### src/rtl/ctrl_decode_pipe_if.sv
// Fetch-to-execute handshake bundle for the registered decoder.
// master drives instructions and output-ready; slave is the decoder.
interface ctrl_decode_pipe_if;
  logic       in_valid_i;
  logic       in_ready_o;
  logic [7:0] instruction_i;
  logic       cb_i;
  logic       resume_i;
  logic       out_valid_o;
  logic       out_ready_i;
  logic [3:0] alucontrol_o;
  logic [2:0] rs_addr_o;
  logic [2:0] rt_addr_o;
  logic [2:0] write_addr_o;
  logic [4:0] immediate_o;
  logic       regwrite_o;
  logic       CBwrite_o;
  logic       write_data_control_o;
  logic       memread_o;
  logic       memwrite_o;
  logic       branchf_o;
  logic       branchb_o;
  logic       flushed_o;
  logic       done_o;

  modport master (
    output in_valid_i, instruction_i, cb_i,
    output resume_i, out_ready_i,
    input  in_ready_o, out_valid_o,
    input  alucontrol_o, rs_addr_o, rt_addr_o,
    input  write_addr_o, immediate_o,
    input  regwrite_o, CBwrite_o,
    input  write_data_control_o,
    input  memread_o, memwrite_o,
    input  branchf_o, branchb_o,
    input  flushed_o, done_o
  );

  modport slave (
    input  in_valid_i, instruction_i, cb_i,
    input  resume_i, out_ready_i,
    output in_ready_o, out_valid_o,
    output alucontrol_o, rs_addr_o, rt_addr_o,
    output write_addr_o, immediate_o,
    output regwrite_o, CBwrite_o,
    output write_data_control_o,
    output memread_o, memwrite_o,
    output branchf_o, branchb_o,
    output flushed_o, done_o
  );
endinterface

### src/rtl/ctrl_decode_pipe.sv
// Registered 8-bit instruction decoder with valid/ready flow control,
// branch-shadow squashing and a halt state.
module ctrl_decode_pipe #(
  parameter int unsigned FLUSH_SLOTS = 1,
  parameter int unsigned ACC_REG     = 7,
  parameter bit          HALT_STICKY = 1'b1
) (
  input  logic           clk_i,
  input  logic           rst_ni,
  ctrl_decode_pipe_if.slave bus
);

  localparam logic [2:0] ACC   = 3'(ACC_REG);
  localparam logic [3:0] SLOTS = 4'(FLUSH_SLOTS);

  localparam logic [1:0] S_RUN   = 2'd0;
  localparam logic [1:0] S_FLUSH = 2'd1;
  localparam logic [1:0] S_HALT  = 2'd2;

  typedef struct packed {
    logic [3:0] alu;
    logic [2:0] rs;
    logic [2:0] rt;
    logic [2:0] wa;
    logic [4:0] imm;
    logic       rw;
    logic       cbw;
    logic       wdc;
    logic       mrd;
    logic       mwr;
    logic       bf;
    logic       bb;
    logic       fl;
  } ctrl_t;

  logic [1:0] state_q, state_d;
  logic [3:0] cnt_q, cnt_d;
  logic       valid_q;
  logic       done_q, done_d;
  ctrl_t      ctrl_q, dec, dec_sq;

  logic [4:0] op;
  logic [2:0] f;
  logic       accept, taken, in_ready;

  logic is_and, is_add, is_set, is_sll, is_srl;
  logic is_subs, is_slt, is_seq, is_load, is_store;
  logic is_abs, is_addc, is_brf, is_brb, is_halt;

  assign op = bus.instruction_i[7:3];
  assign f  = bus.instruction_i[2:0];

  assign is_and   = op[4:3] == 2'b00;
  assign is_add   = op[4:3] == 2'b01;
  assign is_set   = op[4:2] == 3'b110;
  assign is_sll   = op == 5'b11100;
  assign is_srl   = op == 5'b11101;
  assign is_brf   = op == 5'b11110;
  assign is_subs  = op == 5'b11111;
  assign is_slt   = op == 5'b10000;
  assign is_halt  = op == 5'b10001;
  assign is_load  = op == 5'b10010;
  assign is_store = op == 5'b10011;
  assign is_abs   = op == 5'b10100;
  assign is_seq   = op == 5'b10101;
  assign is_brb   = op == 5'b10110;
  assign is_addc  = op == 5'b10111;

  always_comb begin
    dec = '0;
    unique case (1'b1)
      is_and: begin
        dec.alu = 4'd0; dec.rs = f; dec.rt = ACC;
        dec.wa = bus.instruction_i[5:3]; dec.rw = 1'b1;
      end
      is_add: begin
        dec.alu = 4'd1; dec.rs = f; dec.rt = ACC;
        dec.wa = bus.instruction_i[5:3]; dec.rw = 1'b1;
      end
      is_set: begin
        dec.alu = 4'd8; dec.imm = bus.instruction_i[4:0];
        dec.wa = ACC; dec.rw = 1'b1;
      end
      is_sll: begin
        dec.alu = 4'd2; dec.rs = f; dec.wa = f;
        dec.rt = ACC; dec.rw = 1'b1;
      end
      is_srl: begin
        dec.alu = 4'd3; dec.rs = f; dec.wa = f; dec.rw = 1'b1;
      end
      is_subs: begin
        dec.alu = 4'd4; dec.rs = 3'd2; dec.rt = 3'd5;
        dec.wa = f; dec.rw = 1'b1;
      end
      is_slt: begin
        dec.alu = 4'd5; dec.rs = 3'd6; dec.rt = ACC; dec.cbw = 1'b1;
      end
      is_seq: begin
        dec.alu = 4'd7; dec.rs = f; dec.rt = ACC; dec.cbw = 1'b1;
      end
      is_load: begin
        dec.alu = 4'd1; dec.rt = ACC; dec.wa = f; dec.rw = 1'b1;
        dec.wdc = 1'b1; dec.mrd = 1'b1;
      end
      is_store: begin
        dec.alu = 4'd1; dec.rs = f; dec.rt = ACC; dec.mwr = 1'b1;
      end
      is_abs: begin
        dec.alu = 4'd6; dec.rs = f; dec.wa = f; dec.rw = 1'b1;
      end
      is_addc: begin
        dec.alu = 4'd9; dec.rs = f; dec.rt = ACC;
        dec.wa = ACC; dec.rw = 1'b1;
      end
      is_brf: begin
        dec.alu = 4'd1; dec.rs = f; dec.bf = bus.cb_i;
      end
      is_brb: begin
        dec.alu = 4'd1; dec.rs = f; dec.bb = bus.cb_i;
      end
      is_halt: dec.alu = 4'd1;
      default: dec = '0;
    endcase
  end

  // Shadow beats keep their decode for visibility but lose all side effects.
  always_comb begin
    dec_sq = dec;
    if (state_q == S_FLUSH) begin
      dec_sq.rw  = 1'b0;
      dec_sq.cbw = 1'b0;
      dec_sq.mrd = 1'b0;
      dec_sq.mwr = 1'b0;
      dec_sq.bf  = 1'b0;
      dec_sq.bb  = 1'b0;
      dec_sq.fl  = 1'b1;
    end
  end

  assign in_ready = rst_ni & (state_q != S_HALT)
                  & (~valid_q | bus.out_ready_i);
  assign accept   = bus.in_valid_i & in_ready;
  assign taken    = (is_brf | is_brb) & bus.cb_i;

  always_comb begin
    state_d = state_q;
    cnt_d   = cnt_q;
    done_d  = done_q;
    case (state_q)
      S_RUN: begin
        if (accept && taken) begin
          state_d = S_FLUSH;
          cnt_d   = SLOTS;
        end else if (accept && is_halt) begin
          state_d = S_HALT;
          done_d  = 1'b1;
        end
      end
      S_FLUSH: begin
        if (accept) begin
          cnt_d = cnt_q - 4'd1;
          if (cnt_q == 4'd1) state_d = S_RUN;
        end
      end
      S_HALT: begin
        if (!HALT_STICKY && bus.resume_i) begin
          state_d = S_RUN;
          done_d  = 1'b0;
        end
      end
      default: state_d = S_RUN;
    endcase
  end

  always_ff @(posedge clk_i or negedge rst_ni) begin
    if (!rst_ni) begin
      state_q <= S_RUN;
      cnt_q   <= '0;
      done_q  <= 1'b0;
      valid_q <= 1'b0;
      ctrl_q  <= '0;
    end else begin
      state_q <= state_d;
      cnt_q   <= cnt_d;
      done_q  <= done_d;
      if (accept) begin
        valid_q <= 1'b1;
        ctrl_q  <= dec_sq;
      end else if (bus.out_ready_i) begin
        valid_q <= 1'b0;
      end
    end
  end

  assign bus.in_ready_o           = in_ready;
  assign bus.out_valid_o          = valid_q;
  assign bus.alucontrol_o         = ctrl_q.alu;
  assign bus.rs_addr_o            = ctrl_q.rs;
  assign bus.rt_addr_o            = ctrl_q.rt;
  assign bus.write_addr_o         = ctrl_q.wa;
  assign bus.immediate_o          = ctrl_q.imm;
  assign bus.regwrite_o           = ctrl_q.rw;
  assign bus.CBwrite_o            = ctrl_q.cbw;
  assign bus.write_data_control_o = ctrl_q.wdc;
  assign bus.memread_o            = ctrl_q.mrd;
  assign bus.memwrite_o           = ctrl_q.mwr;
  assign bus.branchf_o            = ctrl_q.bf;
  assign bus.branchb_o            = ctrl_q.bb;
  assign bus.flushed_o            = ctrl_q.fl;
  assign bus.done_o               = done_q;

endmodule

### src/flat_wrapper.sv
// flat-port wrapper written by rule: the top's interface ports become plain ports
module ctrl_decode_pipe_flat 
#(
  parameter int unsigned FLUSH_SLOTS = 1,
  parameter int unsigned ACC_REG     = 7,
  parameter bit          HALT_STICKY = 1'b1
)
  (clk_i, rst_ni, bus_in_valid_i, bus_instruction_i, bus_cb_i, bus_resume_i, bus_out_ready_i, bus_in_ready_o, bus_out_valid_o, bus_alucontrol_o, bus_rs_addr_o, bus_rt_addr_o, bus_write_addr_o, bus_immediate_o, bus_regwrite_o, bus_CBwrite_o, bus_write_data_control_o, bus_memread_o, bus_memwrite_o, bus_branchf_o, bus_branchb_o, bus_flushed_o, bus_done_o);
  ctrl_decode_pipe_if bus_i ();
  input  logic clk_i;
  input  logic rst_ni;
  input wire logic [$bits(bus_i.in_valid_i)-1:0] bus_in_valid_i;
  input wire logic [$bits(bus_i.instruction_i)-1:0] bus_instruction_i;
  input wire logic [$bits(bus_i.cb_i)-1:0] bus_cb_i;
  input wire logic [$bits(bus_i.resume_i)-1:0] bus_resume_i;
  input wire logic [$bits(bus_i.out_ready_i)-1:0] bus_out_ready_i;
  output wire logic [$bits(bus_i.in_ready_o)-1:0] bus_in_ready_o;
  output wire logic [$bits(bus_i.out_valid_o)-1:0] bus_out_valid_o;
  output wire logic [$bits(bus_i.alucontrol_o)-1:0] bus_alucontrol_o;
  output wire logic [$bits(bus_i.rs_addr_o)-1:0] bus_rs_addr_o;
  output wire logic [$bits(bus_i.rt_addr_o)-1:0] bus_rt_addr_o;
  output wire logic [$bits(bus_i.write_addr_o)-1:0] bus_write_addr_o;
  output wire logic [$bits(bus_i.immediate_o)-1:0] bus_immediate_o;
  output wire logic [$bits(bus_i.regwrite_o)-1:0] bus_regwrite_o;
  output wire logic [$bits(bus_i.CBwrite_o)-1:0] bus_CBwrite_o;
  output wire logic [$bits(bus_i.write_data_control_o)-1:0] bus_write_data_control_o;
  output wire logic [$bits(bus_i.memread_o)-1:0] bus_memread_o;
  output wire logic [$bits(bus_i.memwrite_o)-1:0] bus_memwrite_o;
  output wire logic [$bits(bus_i.branchf_o)-1:0] bus_branchf_o;
  output wire logic [$bits(bus_i.branchb_o)-1:0] bus_branchb_o;
  output wire logic [$bits(bus_i.flushed_o)-1:0] bus_flushed_o;
  output wire logic [$bits(bus_i.done_o)-1:0] bus_done_o;
  assign bus_i.in_valid_i = bus_in_valid_i;
  assign bus_i.instruction_i = bus_instruction_i;
  assign bus_i.cb_i = bus_cb_i;
  assign bus_i.resume_i = bus_resume_i;
  assign bus_i.out_ready_i = bus_out_ready_i;
  assign bus_in_ready_o = bus_i.in_ready_o;
  assign bus_out_valid_o = bus_i.out_valid_o;
  assign bus_alucontrol_o = bus_i.alucontrol_o;
  assign bus_rs_addr_o = bus_i.rs_addr_o;
  assign bus_rt_addr_o = bus_i.rt_addr_o;
  assign bus_write_addr_o = bus_i.write_addr_o;
  assign bus_immediate_o = bus_i.immediate_o;
  assign bus_regwrite_o = bus_i.regwrite_o;
  assign bus_CBwrite_o = bus_i.CBwrite_o;
  assign bus_write_data_control_o = bus_i.write_data_control_o;
  assign bus_memread_o = bus_i.memread_o;
  assign bus_memwrite_o = bus_i.memwrite_o;
  assign bus_branchf_o = bus_i.branchf_o;
  assign bus_branchb_o = bus_i.branchb_o;
  assign bus_flushed_o = bus_i.flushed_o;
  assign bus_done_o = bus_i.done_o;
  ctrl_decode_pipe #(.FLUSH_SLOTS(FLUSH_SLOTS), .ACC_REG(ACC_REG), .HALT_STICKY(HALT_STICKY)) u_core (.clk_i(clk_i), .rst_ni(rst_ni), .bus(bus_i));
endmodule
### config.mk
export PLATFORM = sky130hd
export DESIGN_NAME = ctrl_decode_pipe_flat
export DESIGN_NICKNAME = d
export VERILOG_FILES = /design/src/rtl/ctrl_decode_pipe_if.sv /design/src/rtl/ctrl_decode_pipe.sv /design/src/flat_wrapper.sv
export SDC_FILE = /design/constraint.sdc
export NUM_CORES = 1
export LEC_CHECK = 0
export BUFFER_PORTS_ARGS = -buffer_cell sky130_fd_sc_hd__buf_2
export CAP_MARGIN = 20
export CORE_MARGIN = 8
export CORE_UTILIZATION = 54
export DETAILED_ROUTE_END_ITERATION = 8
export GPL_TIMING_DRIVEN = 0
export PLACE_DENSITY = 0.87
export SETUP_SLACK_MARGIN = 0.5
export SLEW_MARGIN = 0
export SYNTH_ARGS = -nofsm -noshare
export SYNTH_HDL_FRONTEND = slang
export SYNTH_SLANG_ARGS = --single-unit
### constraint.sdc
create_clock -name clk_i -period 1.66 [get_ports clk_i]
set_input_delay 0.166 -clock clk_i [delete_from_list [all_inputs] [get_ports clk_i]]
set_output_delay 0.166 -clock clk_i [all_outputs]
set_load 0.02 [all_outputs]
==> flow_summary.ini <==
[sta]
drv_slew = 0
max_freq_ghz = 0.630
tns_ns = 0
rsz0062_at_grt = yes
period_share_pct = 95.6
timing.slew.headroom_pct = 64.6
setup_viol = 0
tightest_slew_ns = 0.531
hold_slack_ns = -0.314
min_period_ns = 1.59
final.setup_skew_ns = 0.00274
finalHoldViolCount = 33
setup_slack_ns = 0.0738

[floorplanning]
initial_core_util_pct = 56.5
fp.dieW_um = 75.3
io_pins = 43
design.die.area_sq_um = 5670
die_height_um = 75.3
row_count = 21
core_sq_um = 3360

[synth]
yosysUniqueCellTypes = 53
synth_compound_area_share_pct = 24.2
synth_adder_area_share_pct = 1.32
syn_avg_cell_area_sq_um = 9.23
synth_xor_area_share_pct = 0.461
netlist_instances = 206
yosysSeqAreaShare_pct = 43.4
synth_simple_gate_area_share_pct = 22.3
syn_area_sq_um = 1900
synth_top_family_by_area = compound AO/OA/AOI/OAI gates
netlist.area_leader.share_pct = 43.4
synth_area_leader_cell = dfrtp_1
netlist_top_cells_area = dfrtp_1 43%, nand2_1 6.3%, o41ai_2 4.3%
synthFlopType = dfrtp_1
synth_edf_count = 0
synth_seq_cells = 33
yosysMostFrequentCell = dfrtp_1
synthArstFlopShare_pct = 100
syn_nets = 222
muxShareOfSynthArea_pct = 1.18
yosys-top-cells-count = 33 x dfrtp_1, 32 x nand2_1, 12 x nor2_1
yosys_warnings = 0

[final_layout]
final-seq-area_sq_um = 828
diodes = 0
drive_gt1_share_pct = 49.5
nNetsFinal = 294
fillerInstances = 192
fin_area_sq_um = 2830
area_growth_pct = 49.0
final_cells = 325
multiInputGateArea_sq_um = 1200

[placement]
pre_cts_ws_ns = -0.438
gp_congestion = 0.929
dp_cells = 290
dp_hpwl_um = 3520
port_buffers = 38
dpl_cell_area_sq_um = 2180

[routing]
drt_wl_total_um = 7140
drtAntennaViolNets = 0
firstDrtPassIters = 5
vias = 2092
drtIter0Drc = 233
post_drt_wl_per_cell_um = 22.0
vias_per_cell = 6.44
drc_errors = 0

[clock_network]
h-tree-depth = 2
root_buffer = clkbuf_4
numClockSinks = 33
cts_buffers = 5
cts_tree = done
clk_pin_slew_ns = 0.10
clk_path_buf_depth = 2
clk_latency_ns = 0.35

[worst_setup_path]
required_ns = 1.91
cp-startpoint = u_core.bus.out_valid_o$_DFFE_PN0P_
arrival_ns = 1.83
worstSetupPathType = flip-flop to flip-flop
cp-end-kind = flip-flop
crit_path_start_kind = flip-flop
worstPathMaxFanout = 7
timing.rr.start = u_core.bus.out_valid_o$_DFFE_PN0P_

[power]
switchingPower_mw = 1.09
intPower_mw = 1.69
switching_share_pct = 39.3
ir_drop_uv = 779
pwr-share-comb_pct = 44.5
seqPwrFrac_pct = 39.2
clkPwrFrac_pct = 16.2
cellPowerDensity_nw_per_um2 = 980
p_leak_nw = 1.37

[global_routing]
grt_overflow = 0
gr-usage-all-layers_pct = 22.9
grt_antenna_before_repair = 0
grt_pass1_wl_um = 9650
grt_start_max_net_pins = 37
grt_pass1_vias = 1960

[run_status]
violations = hold timing
status = finished with violations

[flow_run]
cap_violations = 0

[min_path]
min_path_type = primary input to async pin
## through the flow
| step | hold slack [ns] | power, mW | util (%) |
|---|---|---|---|
| after floorplan | -0.130 | 1.56 | - |
| after global placement | 0.273 | 1.77 | 64.7 |
| after detailed placement | 0.271 | 1.79 | 64.7 |
| after CTS | -0.237 | 2.42 | 76.9 |
| after global routing | -0.308 | 2.88 | 84.2 |
| final | -0.314 | 2.78 | 84.2 |
## critical path: stages, from the launching register on
cell and delay, ns:
dfrtp_2 0.45, nor2b_4 0.16, or3_4 0.40, buf_12 0.17, buf_8 0.14, a21o_1 0.16
## what timing repair did
action                                  CTS  global route
pin swaps                                14            14
gates cloned                              3             1
endpoints found under the setup margin   35            36
hold endpoints to repair                 33            33
gates resized for setup                  45            41
buffers inserted                         16             7
## registers in the layout, indices dropped and copies added (netlist names)
register / count
u_core.bus.branchf_o: 1
u_core.bus.rt_addr_o: 2
u_core.bus.out_valid_o: 1
u_core.bus.write_addr_o: 3
u_core.bus.branchb_o: 1
u_core.bus.flushed_o: 1
u_core.bus.rs_addr_o: 3
u_core.bus.regwrite_o: 1
u_core.bus.CBwrite_o: 1
u_core.bus.memread_o: 1
u_core.bus.memwrite_o: 1
u_core.state_q: 2
u_core.cnt_q: 4
u_core.bus.done_o: 1
u_core.bus.alucontrol_o: 4
u_core.bus.immediate_o: 5
u_core.bus.write_data_control_o: 1
## cells in the final DEF (no fill, tap or decap), types with 5 or more instances in the layout
cell type,n
nor2_1,6
o21ai_2,6
clkbuf_1,5
buf_2,42
o21ai_0,9
buf_6,14
buf_4,13
a31oi_1,5
a21oi_1,5
nand2_4,10
clkbuf_4,5
inv_1,9
nand2_1,14
nand2_2,8
nand2b_1,8
dfrtp_1,31
## worst paths after layout
path / to / slack, ns / cells past startpoint
min: u_core.bus.rs_addr_o[2]$_DFFE_PN0P_ / -0.31 / 1
max reg2reg: u_core.bus.memwrite_o$_DFFE_PN0P_ / 0.07 / 5
max: u_core.bus.memwrite_o$_DFFE_PN0P_ / 0.07 / 5
min in group clk_i: u_core.bus.rs_addr_o[0]$_DFFE_PN0P_ / 0.12 / 3
max in group asynchronous: u_core.bus.out_valid_o$_DFFE_PN0P_ / 1.71 / 1
min reg2reg: u_core.bus.alucontrol_o[1]$_DFFE_PN0P_ / 0.49 / 2
## cell families (layout without fill, tap and decap cells)
logic type,count (synthesis),count (layout)
adders and majority gates,2,2
AOI/OAI and AO/OA,61,61
DFF,33,33
muxes,2,2
and+or+nand+nor,80,80
xor gates and xnor gates,1,1
buffers and inverters,27,100
## metal layers
| layer | global-route usage [%] | wire length (um) |
|---|---|---|
| met1 | 27.2 | 2710 |
| met2 | 35.8 | 3400 |
| met3 | 5.92 | 557 |
| met4 | 15.1 | 468 |
| met5 | 0 | 0 |
## power groups by stage
| stage | Sequential [mW] | Clock (mW) | Combinational (mW) |
|---|---|---|---|
| after floorplan | 1.14 | 0 | 0.420 |
| after CTS | 1.04 | 0.441 | 0.938 |
| after detailed placement | 1.05 | 0 | 0.746 |
| after global routing | 1.10 | 0.492 | 1.30 |
| final | 1.09 | 0.450 | 1.24 |
| after global placement | 1.04 | 0 | 0.735 |
## final cells by class
type / count / area share [%]
buffer: 16 / 4.90
tap: 46 / 2.03
clock buffer: 8 / 1.72
multi-input combinational: 146 / 42.3
inverter: 11 / 1.59
sequential: 33 / 29.2
timing repair buffer: 65 / 18.2
No activity file was read; power rests on OpenSTA's default activity.
